File: src/rtl/mul_div_unit.sv
// mul_div_unit
//
// RV32M execution unit fed by the multiply/divide reservation station. It
// holds one operation at a time and broadcasts its result for one cycle on
// the CDB multiply lane. Multiplies complete after a fixed MUL_LATENCY.
// Divides use a radix-2 restoring engine: one setup cycle, 32 iterations
// and one finalize cycle, for 34 cycles in total.
//
// Optional feature macro: MULDIV_DIV_EARLY_EN
//    When this macro is defined, divide-by-zero and signed overflow skip the
//    iteration loop and complete 2 cycles after accept.
//    When it is undefined, every divide takes 34 cycles.
//    The result values are the same in both builds.
//
// Parameters
//    MUL_LATENCY    cycles from accept to result for multiplies (1..4)
//    ROB_IDX_WIDTH  width of the ROB index tag
//
// Ports
//    clk            clock; all state changes on the rising edge
//    rst            synchronous, active-high reset
//    flush          synchronous abort of any in-flight operation
//    in_valid       operand-ready instruction is presented
//    in_ready       unit can accept this cycle
//    in_multop      funct3: MUL, MULH, MULHSU, MULHU, DIV, DIVU, REM, REMU
//    in_rs1_data    operand A
//    in_rs2_data    operand B
//    in_rd_addr     destination architectural register
//    in_rob_idx     destination ROB entry
//    resp_valid     one-cycle CDB valid pulse
//    resp_data      result; holds its value while resp_valid is low
//    resp_rd_addr   rd of the completed operation
//    resp_rob_idx   ROB index of the completed operation

module mul_div_unit #(
   parameter int MUL_LATENCY   = 2,
   parameter int ROB_IDX_WIDTH = 5
) (
   input  logic                     clk,
   input  logic                     rst,
   input  logic                     flush,
   input  logic                     in_valid,
   output logic                     in_ready,
   input  logic [2:0]               in_multop,
   input  logic [31:0]              in_rs1_data,
   input  logic [31:0]              in_rs2_data,
   input  logic [4:0]               in_rd_addr,
   input  logic [ROB_IDX_WIDTH-1:0] in_rob_idx,
   output logic                     resp_valid,
   output logic [31:0]              resp_data,
   output logic [4:0]               resp_rd_addr,
   output logic [ROB_IDX_WIDTH-1:0] resp_rob_idx
);

   typedef enum logic [1:0] {IDLE, MUL, DIV, DONE} state_t;

   // Divide step numbering: step 0 is setup, steps 1..32 iterate, and
   // step 33 applies the sign correction and publishes the result.
   localparam logic [1:0] MUL_CNT_INIT   = 2'(MUL_LATENCY - 1);
   localparam logic [5:0] DIV_FINAL_STEP = 6'd33;

   state_t                     state;
   state_t                     state_next;
   logic                       accept;

   logic [2:0]                 op;
   logic [31:0]                opa;
   logic [31:0]                opb;
   logic [4:0]                 op_rd;
   logic [ROB_IDX_WIDTH-1:0]   op_rob;

   logic [1:0]                 mul_cnt;
   logic [5:0]                 div_step;

   logic [31:0]                rem;
   logic [31:0]                quo;
   logic [31:0]                divisor;
   logic                       q_neg;
   logic                       r_neg;

   logic                       a_sext;
   logic                       b_sext;
   logic [32:0]                mul_a;
   logic [32:0]                mul_b;
   logic [63:0]                product;
   logic [31:0]                mul_result;

   logic                       div_signed;
   logic                       a_neg;
   logic                       b_neg;
   logic [31:0]                abs_a;
   logic [31:0]                abs_b;
   logic                       div_by_zero;
   logic [32:0]                shifted;
   logic                       fits;
   logic [31:0]                rem_next;
   logic [31:0]                q_final;
   logic [31:0]                r_final;
   logic [31:0]                div_result;
`ifdef MULDIV_DIV_EARLY_EN
   logic                       sgn_ovf;
`endif

   // State register.
   always_ff @(posedge clk) begin
      if (rst) begin
         state <= IDLE;
      end else begin
         state <= state_next;
      end
   end

   // Next-state logic and handshake.
   // The unit accepts only when nothing is in flight: in IDLE, or in DONE
   // while the previous result is on the CDB. This allows back-to-back
   // operations without an idle cycle. A flush always wins and blocks a
   // same-cycle accept.
   always_comb begin
      state_next = state;
      in_ready   = ((state == IDLE) || (state == DONE)) && !flush;
      accept     = in_valid && in_ready;
      case (state)
         IDLE, DONE: begin
            if (accept) begin
               state_next = in_multop[2] ? DIV : MUL;
            end else begin
               state_next = IDLE;
            end
         end
         MUL: begin
            if (mul_cnt == 2'd0) begin
               state_next = DONE;
            end
         end
         DIV: begin
            if (div_step == DIV_FINAL_STEP) begin
               state_next = DONE;
            end
         end
         default: state_next = IDLE;
      endcase
      if (flush) begin
         state_next = IDLE;
      end
   end

   assign resp_valid = (state == DONE);

   // Multiply datapath.
   // Each operand is extended to 33 bits according to its signedness. The
   // extended operands are then sign-extended to 64 bits and multiplied
   // modulo 2^64. Only product bits [63:0] are ever returned, so this gives
   // the same bits as the full 66-bit signed product.
   always_comb begin
      a_sext     = (op == 3'd1) || (op == 3'd2);
      b_sext     = (op == 3'd1);
      mul_a      = {a_sext & opa[31], opa};
      mul_b      = {b_sext & opb[31], opb};
      product    = {{31{mul_a[32]}}, mul_a} * {{31{mul_b[32]}}, mul_b};
      mul_result = (op[1:0] == 2'd0) ? product[31:0] : product[63:32];
   end

   // Divide datapath.
   // The quotient sign is suppressed for divide-by-zero, so the all-ones
   // magnitude from the loop is returned unchanged. Signed overflow needs
   // no special handling: |A| = 0x80000000 and |B| = 1 give that quotient
   // with a positive sign.
   always_comb begin
      div_signed  = !op[0];
      a_neg       = div_signed & opa[31];
      b_neg       = div_signed & opb[31];
      abs_a       = a_neg ? (32'd0 - opa) : opa;
      abs_b       = b_neg ? (32'd0 - opb) : opb;
      div_by_zero = (opb == 32'd0);
      shifted     = {rem, quo[31]};
      fits        = (shifted >= {1'b0, divisor});
      rem_next    = fits ? (shifted[31:0] - divisor) : shifted[31:0];
      q_final     = q_neg ? (32'd0 - quo) : quo;
      r_final     = r_neg ? (32'd0 - rem) : rem;
      div_result  = op[1] ? r_final : q_final;
`ifdef MULDIV_DIV_EARLY_EN
      sgn_ovf     = div_signed && (opa == 32'h8000_0000) && (opb == 32'hFFFF_FFFF);
`endif
   end

   // Operation latch and multi-cycle engines.
   // These registers need no reset: they are only read while state is MUL
   // or DIV, and those states are always entered through an accept that
   // loads them. The quotient register starts out holding the dividend,
   // which is shifted out MSB-first as the quotient bits shift in.
   always_ff @(posedge clk) begin
      if (accept) begin
         op       <= in_multop;
         opa      <= in_rs1_data;
         opb      <= in_rs2_data;
         op_rd    <= in_rd_addr;
         op_rob   <= in_rob_idx;
         mul_cnt  <= MUL_CNT_INIT;
         div_step <= 6'd0;
      end else if (state == MUL) begin
         if (mul_cnt != 2'd0) begin
            mul_cnt <= mul_cnt - 2'd1;
         end
      end else if (state == DIV) begin
         if (div_step == 6'd0) begin
            divisor <= abs_b;
            q_neg   <= (a_neg ^ b_neg) & !div_by_zero;
            r_neg   <= a_neg;
`ifdef MULDIV_DIV_EARLY_EN
            if (div_by_zero || sgn_ovf) begin
               quo      <= div_by_zero ? 32'hFFFF_FFFF : 32'h8000_0000;
               rem      <= div_by_zero ? abs_a : 32'd0;
               div_step <= DIV_FINAL_STEP;
            end else begin
               quo      <= abs_a;
               rem      <= 32'd0;
               div_step <= 6'd1;
            end
`else
            quo      <= abs_a;
            rem      <= 32'd0;
            div_step <= 6'd1;
`endif
         end else if (div_step != DIV_FINAL_STEP) begin
            rem      <= rem_next;
            quo      <= {quo[30:0], fits};
            div_step <= div_step + 6'd1;
         end
      end
   end

   // Response registers.
   // These load only on the edge that enters DONE. A flush on that edge
   // drops the result, so the previous values stay on the CDB lane.
   always_ff @(posedge clk) begin
      if (rst) begin
         resp_data    <= 32'd0;
         resp_rd_addr <= 5'd0;
         resp_rob_idx <= '0;
      end else if (!flush) begin
         if ((state == MUL) && (mul_cnt == 2'd0)) begin
            resp_data    <= mul_result;
            resp_rd_addr <= op_rd;
            resp_rob_idx <= op_rob;
         end else if ((state == DIV) && (div_step == DIV_FINAL_STEP)) begin
            resp_data    <= div_result;
            resp_rd_addr <= op_rd;
            resp_rob_idx <= op_rob;
         end
      end
   end

endmodule

File: config.mk
export PLATFORM = sky130hd
export DESIGN_NAME = mul_div_unit
export DESIGN_NICKNAME = d
export VERILOG_FILES = /design/src/rtl/mul_div_unit.sv
export SDC_FILE = /design/constraint.sdc
export NUM_CORES = 2
export LEC_CHECK = 0
export BUFFER_PORTS_ARGS = -buffer_cell sky130_fd_sc_hd__buf_2
export CAP_MARGIN = 20
export CORE_ASPECT_RATIO = 1.1
export CORE_MARGIN = 5
export CORE_UTILIZATION = 55
export CTS_CLUSTER_SIZE = 25
export DETAILED_ROUTE_END_ITERATION = 8
export PLACE_DENSITY = 0.75
export REMOVE_ABC_BUFFERS = 1
export SYNTH_ARGS = -nofsm -noshare
export SYNTH_HDL_FRONTEND = slang
export SYNTH_SLANG_ARGS = --single-unit
File: constraint.sdc
create_clock -name clk -period 16.52 [get_ports clk]
set_input_delay 1.652 -clock clk [delete_from_list [all_inputs] [get_ports clk]]
set_output_delay 1.652 -clock clk [all_outputs]
set_load 0.05 [all_outputs]
==> flow_summary.ini <==
[place]
place_ws_ns = 6.54
portBuffers = 124
gp_congestion = 0.952
dpl.hpwl_um = 113000

[global_route]
grt.busiest_layer = met2
use_met2_pct = 48.9
grt_pass1_wl_um = 234000
grt_use_met1_pct = 39.5
grt_pass1_vias = 42200
antenna_found_initial = 4
grt_max_degree = 73
gr-usage-met3_pct = 6.45
overflow = 0
grt_use_total_pct = 30.0

[finish]
multiInputGateArea_sq_um = 39200
nets = 7015
drive_gt1_share_pct = 5.31
final_core_utilization_pct = 58.1
n_fill_cell = 7918
area_delta_synth_final_pct = 4.67
layout_common_cells = inv_1, fa_1, nand2_1
layout_commonest_cell = inv_1
final-seq-area_sq_um = 6300

[timing]
slew_violations = 0
worstMarginPinSlew_ns = 1.06
tns_ns = 0
final-hold-violation-count = 0
relSlewSlack_pct = 29.2
fin_ws_ns = 6.59
min_period_ns = 9.93
setup_viol = 0
fin_skew_ns = 0.0255
rsz0062_at_grt = false
fmax_mhz = 101
finalCritPeriodShare_pct = 60.1

[cts]
cts_buffers = 25
clk_latency_ns = 0.58
clock-sinks = 227
clkTransAtPathRegs_ns = 0.07
cts_tree = built
cts_resized = 0
postCtsHoldBufs = 0
htree_levels = 1
postCtsSetupBuffers = 0
root_buffer = clkbuf_16
cts_buffer_depth = 3

[worst_setup_path]
reg2regPathDepth = 31
start_kind = flip-flop
worstSetupEndpointType = flip-flop
crit_slowest_cell = fa_1
path_class = flip-flop to flip-flop
critPathMostFrequentCell = fa_1
required_ns = 16.98
cp_max_fo = 67
crit_arrival_ns = 10.39
cpPeakStageDelay_ns = 0.73

[synth]
syn_inst = 5652
synth_edf_count = 175
syn-cell-area_sq_um = 51400
synth_area_per_cell_sq_um = 9.09
synth.distinct_cells = 90
yosys_warnings = 0
ys_seq_area_share_pct = 12.2
synth-seq-cells = 227
synthArstFlopShare_pct = 0
synthFlopType = edfxtp_1

[drt]
drtAntennaViolNets = 0
drtIter0Drc = 3428
vias = 39200
drt_wl_total_um = 146000
route.detailed.drc = 0
drt-vias-per-instance = 5.74
wl_per_cell_um = 21.4
dr.pass1.iters = 8

[job]
drv_cap = 0

[floorplan]
fp.dieH_um = 331
dieArea_sq_um = 99700
initial_core_util_pct = 55.5
core_sq_um = 92700
ios = 125
rows = 117
chipWidth_um = 301

[hold_path]
worstHoldPathCells = 2
hold_class = flip-flop to flip-flop

[status]
outcome = complete, no violations
==> metal layers <==
| metal | wire [um] | vias up |
|---|---|---|
| met3 | 14800 | 442 |
| met4 | 7160 | 2 |
| met2 | 68100 | 1979 |
| met1 | 55700 | 19900 |
| li1 | - | 16800 |
| met5 | 57 | - |
==> worst max-delay path: cells and delay by family, from the launching register on <==
kind	cells	cell delay, ns
buffers and inverters	10	2.08
AND/OR/NAND/NOR	3	0.51
multiplexers	1	0.37
flip-flops	1	0.32
adder cells (fa/ha/maj)	9	4.89
AO/OA/AOI/OAI	8	1.61
==> sequential cells by signal (all words and copies together), names as in the netlist, 3 cells and up <==
| register | flops |
|---|---|
| op_rd | 5 |
| opb | 32 |
| op_rob | 5 |
| resp_rd_addr | 5 |
| divisor | 32 |
| resp_rob_idx | 5 |
| rem | 32 |
| resp_data | 32 |
| div_step | 6 |
| op | 3 |
| opa | 32 |
| quo | 32 |
==> synth_stat cells (6+ instances only) <==
cell          n  area [sq um]
a211oi_1     26           195
ha_1        255          3190
xor2_1       83           727
and3_1       21           131
o31ai_1      32           240
nor2b_1      14          87.6
xnor2_1     132          1160
or2_2         8          50.1
buf_1        48           180
nand4_1      26           163
o211ai_1     21           158
o21ai_1       7          35.0
or3_1        20           125
nor3_1       43           215
a21oi_1     156           781
clkbuf_1    279          1050
o21ai_0     133           666
a2111oi_0     7          61.3
edfxtp_1    175          5260
nand2b_1     21           131
and2_1      296          1850
nor4_1       13          81.3
a221oi_1      9          78.8
a31oi_1      19           119
nand2_1     944          3540
a21o_1       55           413
fa_1       1126         22500
inv_1      1226          4600
o21bai_1      6          45.0
mux2i_1      25           250
dfxtp_1      52          1040
or4_1        17           128
o21a_1       16           120
nand3_1      40           200
nor2_1      181           679
o41ai_1      12           105
o22ai_1      12          75.1
==> final timing paths <==
path | start | endpoint | slack, ns
min | resp_rob_idx[2] | resp_rob_idx[2] | 0.45
max reg2reg | op[1] | resp_data[27] | 6.59
max | op[1] | resp_data[27] | 6.59
min reg2reg | resp_rob_idx[2] | resp_rob_idx[2] | 0.45
==> cell type report <==
class | count | area share [%]
multi-input cells | 3864 | 72.9
flip-flops and latches | 227 | 11.7
inverters | 1226 | 8.56
well taps | 1249 | 2.90
repair buffers | 209 | 2.34
clock buffers | 30 | 1.27
clock inverters | 15 | 0.267
diodes | 1 | 0.00465
==> kinds of logic (layout without fill, tap and decap cells) <==
family	count (synthesis)	in the layout	synth area share, %
multiplexers	26	26	0.509
other	0	1	0
AO/OA/AOI/OAI	570	570	7.16
buffers and inverters	1561	1480	11.4
flip-flops	227	227	12.2
adder cells (fa/ha/maj)	1381	1381	50.1
AND/OR/NAND/NOR	1672	1672	14.9
XOR/XNOR	215	215	3.66
==> metrics by stage <==
| stage | hold slack, ns | std cells | instance area, sq um |
|---|---|---|---|
| after floorplan | 0.462 | 5317 | 50100 |
| after global placement | 0.440 | 6775 | 53000 |
| after detailed placement | 0.446 | 6775 | 53000 |
| after CTS | 0.455 | 6820 | 53800 |
| after global routing | 0.473 | 6820 | 53800 |
| final | 0.454 | 6821 | 53800 |
Power is left out: the tool's default activity adds up to more than one toggle a clock period on the data nets, which glitch-free logic cannot reach.
